<file path="src/rtl/trigger_coinc_gen.sv">
// trigger_coinc_gen
//
// Multi-channel coincidence trigger generator for the TDC readout, clocked on
// SYSCLK. A new hit on a channel is seen as any change of that channel's hit
// counter. Each change opens a per-channel coincidence window. When enough
// enabled channels have open windows at the same time, TRIGGER fires. TRIGGER
// is then stretched to a programmable width and followed by a dead time. The
// block counts issued triggers and latches the channel pattern that caused the
// last one.
//
// Optional feature macro: TRIGGER_RETRIG_EN
//   When defined, a hit on any enabled channel during FIRE reloads the hold
//   counter, so the pulse extends past the last hit. The pattern ORs in the
//   new active bits, and the trigger counter is left alone.
//   When undefined, FIRE always lasts exactly max(holdLen,1) cycles.
//
// Ports
//   SYSCLK      system clock, the only clock
//   RESET       asynchronous active-high reset
//   hitCount    packed per-channel hit counters, channel i at [i*CW +: CW]
//   chMask      per-channel enable; 1 = channel participates
//   minCoinc    minimum coincident channels (0 behaves as 1)
//   coincWin    coincidence window in cycles (0 behaves as 1)
//   holdLen     TRIGGER high time in cycles (0 behaves as 1)
//   deadLen     dead time after TRIGGER in cycles (0 = none)
//   TRIGGER     registered trigger output
//   busy        high while in FIRE or DEAD
//   trigCount   triggers issued, wraps modulo 2^32
//   trigPattern active-channel set latched when a trigger fires
module trigger_coinc_gen #(
  parameter int NCH = 4,
  parameter int CW  = 32,
  parameter int TW  = 8,
  parameter int NW  = $clog2(NCH + 1)
) (
  input  logic              SYSCLK,
  input  logic              RESET,
  input  logic [NCH*CW-1:0] hitCount,
  input  logic [NCH-1:0]    chMask,
  input  logic [NW-1:0]     minCoinc,
  input  logic [TW-1:0]     coincWin,
  input  logic [TW-1:0]     holdLen,
  input  logic [TW-1:0]     deadLen,
  output logic              TRIGGER,
  output logic              busy,
  output logic [31:0]       trigCount,
  output logic [NCH-1:0]    trigPattern
);

  typedef enum logic [1:0] {
    IDLE = 2'd0,
    FIRE = 2'd1,
    DEAD = 2'd2
  } state_t;

  localparam logic [TW-1:0] ONE_TW = TW'(1);

  logic [CW-1:0]   prevCnt_q [NCH];
  logic            primed_q;
  logic [TW-1:0]   win_q [NCH];
  logic [TW-1:0]   win_d [NCH];
  logic [NCH-1:0]  chg;
  logic [NCH-1:0]  active;
  logic [NW-1:0]   activeCnt;
  logic [TW-1:0]   effWin;
  logic [TW-1:0]   effHold;
  logic [NW-1:0]   effMin;
  logic            cond;
  state_t          state_q, state_d;
  logic [TW-1:0]   holdCnt_q, holdCnt_d;
  logic [TW-1:0]   deadCnt_q, deadCnt_d;
  logic [31:0]     trigCount_q, trigCount_d;
  logic [NCH-1:0]  trigPattern_q, trigPattern_d;
  logic            trigger_q;
`ifdef TRIGGER_RETRIG_EN
  logic [NCH-1:0]  activeNext;
`endif

  // Zero-valued length settings behave as 1 so a window or pulse always
  // lasts at least one cycle.
  assign effWin  = (coincWin == '0) ? ONE_TW : coincWin;
  assign effHold = (holdLen == '0) ? ONE_TW : holdLen;
  assign effMin  = (minCoinc == '0) ? NW'(1) : minCoinc;

  // Change detection and window bookkeeping. A channel counts as active while
  // its window is open and it is still enabled, so clearing a mask bit takes
  // effect at once. Any counter difference, including wrap or multi-count
  // jumps, is a single event. Nothing is detected until the first post-reset
  // edge has captured the counters.
  always_comb begin
    chg       = '0;
    active    = '0;
    activeCnt = '0;
`ifdef TRIGGER_RETRIG_EN
    activeNext = '0;
`endif
    for (int i = 0; i < NCH; i++) begin
      win_d[i] = '0;
      chg[i]   = primed_q & chMask[i] & (hitCount[i*CW +: CW] != prevCnt_q[i]);
      if (chg[i]) begin
        win_d[i] = effWin;
      end else if (win_q[i] != '0) begin
        win_d[i] = win_q[i] - ONE_TW;
      end
      active[i] = (win_q[i] != '0) & chMask[i];
      activeCnt = activeCnt + NW'(active[i]);
`ifdef TRIGGER_RETRIG_EN
      activeNext[i] = (win_d[i] != '0) & chMask[i];
`endif
    end
  end

  // A popcount of at most NCH can never reach a threshold above NCH, so an
  // oversized minCoinc simply never fires.
  assign cond = (activeCnt >= effMin);

  // Counter capture and window registers. The counters are recorded on every
  // edge, including the priming edge, so a nonzero count at reset is
  // absorbed rather than treated as a hit.
  always_ff @(posedge SYSCLK or posedge RESET) begin
    if (RESET) begin
      primed_q <= 1'b0;
      for (int i = 0; i < NCH; i++) begin
        prevCnt_q[i] <= '0;
        win_q[i]     <= '0;
      end
    end else begin
      primed_q <= 1'b1;
      for (int i = 0; i < NCH; i++) begin
        prevCnt_q[i] <= hitCount[i*CW +: CW];
        win_q[i]     <= win_d[i];
      end
    end
  end

  // Trigger FSM next-state logic. Hold and dead lengths are sampled only when
  // their counters load, so a change mid-pulse applies to the next pulse.
  // Windows keep running in FIRE and DEAD; if the condition still holds on
  // return to IDLE, the next trigger fires one edge later.
  always_comb begin
    state_d       = state_q;
    holdCnt_d     = holdCnt_q;
    deadCnt_d     = deadCnt_q;
    trigCount_d   = trigCount_q;
    trigPattern_d = trigPattern_q;
    case (state_q)
      IDLE: begin
        if (cond) begin
          state_d       = FIRE;
          holdCnt_d     = effHold;
          trigCount_d   = trigCount_q + 32'd1;
          trigPattern_d = active;
        end
      end
      FIRE: begin
`ifdef TRIGGER_RETRIG_EN
        if (|chg) begin
          holdCnt_d     = effHold;
          trigPattern_d = trigPattern_q | activeNext;
        end else
`endif
        if (holdCnt_q <= ONE_TW) begin
          if (deadLen != '0) begin
            state_d   = DEAD;
            deadCnt_d = deadLen;
          end else begin
            state_d = IDLE;
          end
        end else begin
          holdCnt_d = holdCnt_q - ONE_TW;
        end
      end
      DEAD: begin
        if (deadCnt_q <= ONE_TW) begin
          state_d = IDLE;
        end else begin
          deadCnt_d = deadCnt_q - ONE_TW;
        end
      end
      default: begin
        state_d = IDLE;
      end
    endcase
  end

  // FSM state and output registers. TRIGGER is registered from the next
  // state so it rises on the same edge that trigCount and trigPattern update.
  always_ff @(posedge SYSCLK or posedge RESET) begin
    if (RESET) begin
      state_q       <= IDLE;
      holdCnt_q     <= '0;
      deadCnt_q     <= '0;
      trigCount_q   <= '0;
      trigPattern_q <= '0;
      trigger_q     <= 1'b0;
    end else begin
      state_q       <= state_d;
      holdCnt_q     <= holdCnt_d;
      deadCnt_q     <= deadCnt_d;
      trigCount_q   <= trigCount_d;
      trigPattern_q <= trigPattern_d;
      trigger_q     <= (state_d == FIRE);
    end
  end

  assign TRIGGER     = trigger_q;
  assign busy        = (state_q != IDLE);
  assign trigCount   = trigCount_q;
  assign trigPattern = trigPattern_q;

endmodule

</file>
<file path="config.mk">
export PLATFORM = sky130hd
export DESIGN_NAME = trigger_coinc_gen
export DESIGN_NICKNAME = d
export VERILOG_FILES = /design/src/rtl/trigger_coinc_gen.sv
export SDC_FILE = /design/constraint.sdc
export NUM_CORES = 1
export LEC_CHECK = 0
export CORE_ASPECT_RATIO = 1.1
export CORE_MARGIN = 4
export CORE_UTILIZATION = 51
export DETAILED_ROUTE_END_ITERATION = 16
export GPL_ROUTABILITY_DRIVEN = 0
export GPL_TIMING_DRIVEN = 0
export MAX_ROUTING_LAYER = met4
export PLACE_DENSITY = 0.83
export SLEW_MARGIN = 20
export SYNTH_ARGS = -nofsm -noshare
export SYNTH_HDL_FRONTEND = slang
export SYNTH_SLANG_ARGS = --single-unit
</file>
<file path="constraint.sdc">
create_clock -name SYSCLK -period 9.3 [get_ports SYSCLK]
set_input_delay 2.79 -clock SYSCLK [delete_from_list [all_inputs] [get_ports SYSCLK]]
set_output_delay 2.79 -clock SYSCLK [all_outputs]
set_load 0.005 [all_outputs]
</file>
==> run summary <==
TIMING
------------------------------------------------------------------------------------------------------
Transition time at the pin with the least slew margin ...................................     0.895 ns
Setup repair after global routing missed its margin .....................................        false
Slew Limit Fails ........................................................................            0
F_max ...................................................................................    0.176 GHz
Final hold slack ........................................................................     0.473 ns
Number of failing setup endpoints in the final timing report ............................            0
Share of the clock period used by the worst path ........................................        61.2%
Final worst clock skew ..................................................................   0.00730 ns
Minimum clock period ....................................................................      5.69 ns
Setup Total Neg Slack ...................................................................         0 ns
Final hold violation count ..............................................................            0
Slew HR .................................................................................        40.3%

CRITICAL PATH
------------------------------------------------------------------------------------------------------
Kind of end point of the critical path ..................................................     register
Required time of the critical path ......................................................      9.67 ns
Startpoint type of the worst setup path .................................................   input port
CP Data Arrival Time ....................................................................      6.05 ns
Worst Setup Path Type ...................................................................    in -> reg
Max FO, Critical Path ...................................................................           10

CLOCKING
------------------------------------------------------------------------------------------------------
Post-CTS setup buffer count .............................................................            0
Worst skew pair latency .................................................................      0.50 ns
Root Buffer ............................................................................. sky130_fd_sc_hd__clkbuf_16
Bufs on Longest Clock Path ..............................................................            3
TritonCTS clock tree ....................................................................         done
Number of instances resized during post-cts repair ......................................            0
Clock sink total ........................................................................          216
TritonCTS buffer count ..................................................................           23
Maximum level of the CTS H-tree .........................................................            1
Clock transition at the register clock pins on the worst setup and hold paths after CTS .      0.06 ns
Cts hold-fix bufs .......................................................................            0

RUN STATUS
------------------------------------------------------------------------------------------------------
Status ..................................................................................    completed

FLOW RUN
------------------------------------------------------------------------------------------------------
Number of max-cap violations ............................................................            0

LAYOUT
------------------------------------------------------------------------------------------------------
Synth-to-Final Area Change ..............................................................        32.1%
Total of fill cells in the finished design ..............................................         1290
Post-layout instance area ...............................................................    12700 um2
Post-layout nets ........................................................................         1192
Final Non-Filler Cells ..................................................................         1272
Layout cell share with drive strength beyond 1 ..........................................        9.83%

ROUTING
------------------------------------------------------------------------------------------------------
Post-detailed-route DRC marker count ....................................................            0
Average via count per standard cell .....................................................         5.25
Routed WL ...............................................................................     21400 um
Number of search-and-repair iterations in the first detailed-routing pass ...............            5
Number of nets with antenna violations after routing ....................................            0
Via count ...............................................................................         6674
Detailed router's first-iteration violation count .......................................          286
Detail-routed net length per standard cell ..............................................      16.8 um

YOSYS
------------------------------------------------------------------------------------------------------
Fraction of registers with async set or reset after synthesis ...........................         100%
Distinct cell type count after synthesis ................................................           53
Number of nets in the synthesized netlist ...............................................          967
Portion of the post-synthesis area used by sequential elements ..........................        56.4%
Cell area after synthesis ...............................................................     9590 um2
Mapped Cells ............................................................................          787
YS warnings .............................................................................            0
Number of flops mapped to enable cells by yosys .........................................            0
Synthesized area per cell ...............................................................     12.2 um2
Synth area leaders ...................................................................... sky130_fd_sc_hd__dfrtp_1, sky130_fd_sc_hd__xnor2_1, sky130_fd_sc_hd__mux2_2, sky130_fd_sc_hd__xor2_1, sky130_fd_sc_hd__nand4_1
Fraction of synthesized cell area taken by the top area cell type .......................        56.4%
Area leader, netlist .................................................................... sky130_fd_sc_hd__dfrtp_1
Flip-flop cell with the highest count after synthesis ................................... sky130_fd_sc_hd__dfrtp_1
Synthesis-stage register bit count ......................................................          216

GLOBAL ROUTING
------------------------------------------------------------------------------------------------------
Wire length of the first global-routing pass ............................................     34900 um
Total overflow reported by the global router ............................................            0
Antenna violations before repair ........................................................            2
Total global routing track utilization ..................................................        21.0%
Number of global-route vias before repair ...............................................         7040
Pin count of the biggest net entering global routing ....................................           91

FLOORPLAN
------------------------------------------------------------------------------------------------------
Die Y ...................................................................................       152 um
Placeable core area .....................................................................    18400 um2
Effective utilization at floorplan ......................................................        52.1%
Number of standard-cell rows in the floorplan ...........................................           52
Number of I/O pins ......................................................................          199
Full die area ...........................................................................    21100 um2
Width of the die ........................................................................       139 um

PWR
------------------------------------------------------------------------------------------------------
Worst IR drop on VDD ....................................................................       171 uV
Power per cell area .....................................................................   223 nW/um2
Reported leakage power ..................................................................   0.00510 uW
Pwr Total ...............................................................................      2820 uW

WORST HOLD PATH
------------------------------------------------------------------------------------------------------
Hold/Removal Path Class .................................................................   reg -> reg

PLACED DESIGN
------------------------------------------------------------------------------------------------------
Number of port buffers ..................................................................          198
Half-perimeter wire length of the detailed placement result .............................     15900 um
Cell count after placement ..............................................................         1230
Post-DP Area ............................................................................    11900 um2

## layer usage
layer	global-route usage [%]	share of wire, %	wire, um
met3	5.78	7.5	1610
met4	5.38	2.1	444
met2	36.8	51	11000
met5	-	0	0
met1	24.1	39	8340
## registers in the layout, summed over array words and instances, names as in the netlist
register	flops
prevCnt_q	128
primed_q	1
trigPattern	4
holdCnt_q	8
state_q	2
trigCount	32
win_q	32
TRIGGER	1
deadCnt_q	8
## area by class of cell
class	count	area [um2]	share of cell area, %
inverters	25	103	0.810
repair buffers	200	2040	16.1
well taps	243	304	2.40
flip-flops and latches	216	5410	42.7
clock inverters	8	53.8	0.425
plain buffers	15	63.8	0.504
clock buffers	32	669	5.29
diodes	2	5.00	0.0395
multi-input cells	531	4020	31.8
## through the flow
step / setup slack (ns) / util, %
after global routing: 3.40 / 68.8
after floorplan: 0.602 / -
after CTS: 3.60 / 68.7
final: 3.61 / 68.8
after detailed placement: 3.12 / 64.8
after global placement: -2.06 / 64.5
## power by group
group / internal [uW] / leakage [uW] / switching (uW)
registers: 1100 / 0.00256 / 151
logic: 393 / 0.00218 / 310
clock network: 503 / 0.000359 / 359
## cells in the final DEF (no fill, tap or decap), drive strengths merged, types with 31 or more instances in the layout
cell type,netlist,routed
clkbuf,14,46
clkdlybuf4s50,0,198
dfrtp,216,216
mux2,41,41
nand4,38,38
nor2,51,51
nor4,32,32
xnor2,145,145
xor2,31,31
## synth_stat cells, drive strengths merged, types with 3 or more instances
library cell,number
a21o,3
a21oi,22
a22oi,5
and3,3
clkbuf,14
dfrtp,216
ha,18
inv,24
mux2,41
nand2,25
nand2b,6
nand3,14
nand4,38
nor2,51
nor2b,6
nor3,19
nor3b,6
nor4,32
nor4b,12
o21ai,10
o2bb2ai,6
or2,3
or3,10
or4,3
xnor2,145
xor2,31
## cell families (layout without fill, tap and decap cells)
group | Yosys count | after routing | share of synthesized area [%]
AND/OR/NAND/NOR | 233 | 233 | 14.3
flip-flops | 216 | 216 | 56.4
XOR/XNOR | 176 | 176 | 16.1
AO/OA/AOI/OAI | 61 | 61 | 4.20
multiplexers | 41 | 41 | 4.82
buffers and inverters | 40 | 280 | 1.66
adder cells (fa/ha/maj) | 19 | 19 | 2.56
other | 1 | 3 | 0.0391
## critical path, stage by stage
cell and delay [ns]:
sky130_fd_sc_hd__clkdlybuf4s50_1 0.47, sky130_fd_sc_hd__nor2b_1 0.25, sky130_fd_sc_hd__fa_1 0.49, sky130_fd_sc_hd__ha_1 0.21
sky130_fd_sc_hd__ha_1 0.27, sky130_fd_sc_hd__ha_1 0.30, sky130_fd_sc_hd__a21oi_1 0.25, sky130_fd_sc_hd__o21ba_2 0.19
sky130_fd_sc_hd__clkbuf_1 0.48, sky130_fd_sc_hd__nor4_1 0.17, sky130_fd_sc_hd__xor2_1 0.18
## worst paths after layout
kind,start,cells past startpoint,slack (ns),end
max in group asynchronous,RESET,4,5.47,prevCnt_q[11]$_DFF_PP0_
min,trigCount[31]$_DFFE_PP0P_,1,0.47,trigCount[31]$_DFFE_PP0P_
max reg2reg,win_q[24]$_DFF_PP0_,14,4.60,trigCount[14]$_DFFE_PP0P_
max,chMask[3],11,3.61,trigCount[14]$_DFFE_PP0P_
min in group asynchronous,RESET,2,2.71,prevCnt_q[69]$_DFF_PP0_
min reg2reg,trigCount[31]$_DFFE_PP0P_,1,0.47,trigCount[31]$_DFFE_PP0P_
Note: power is estimated with default switching activity, not from simulation.
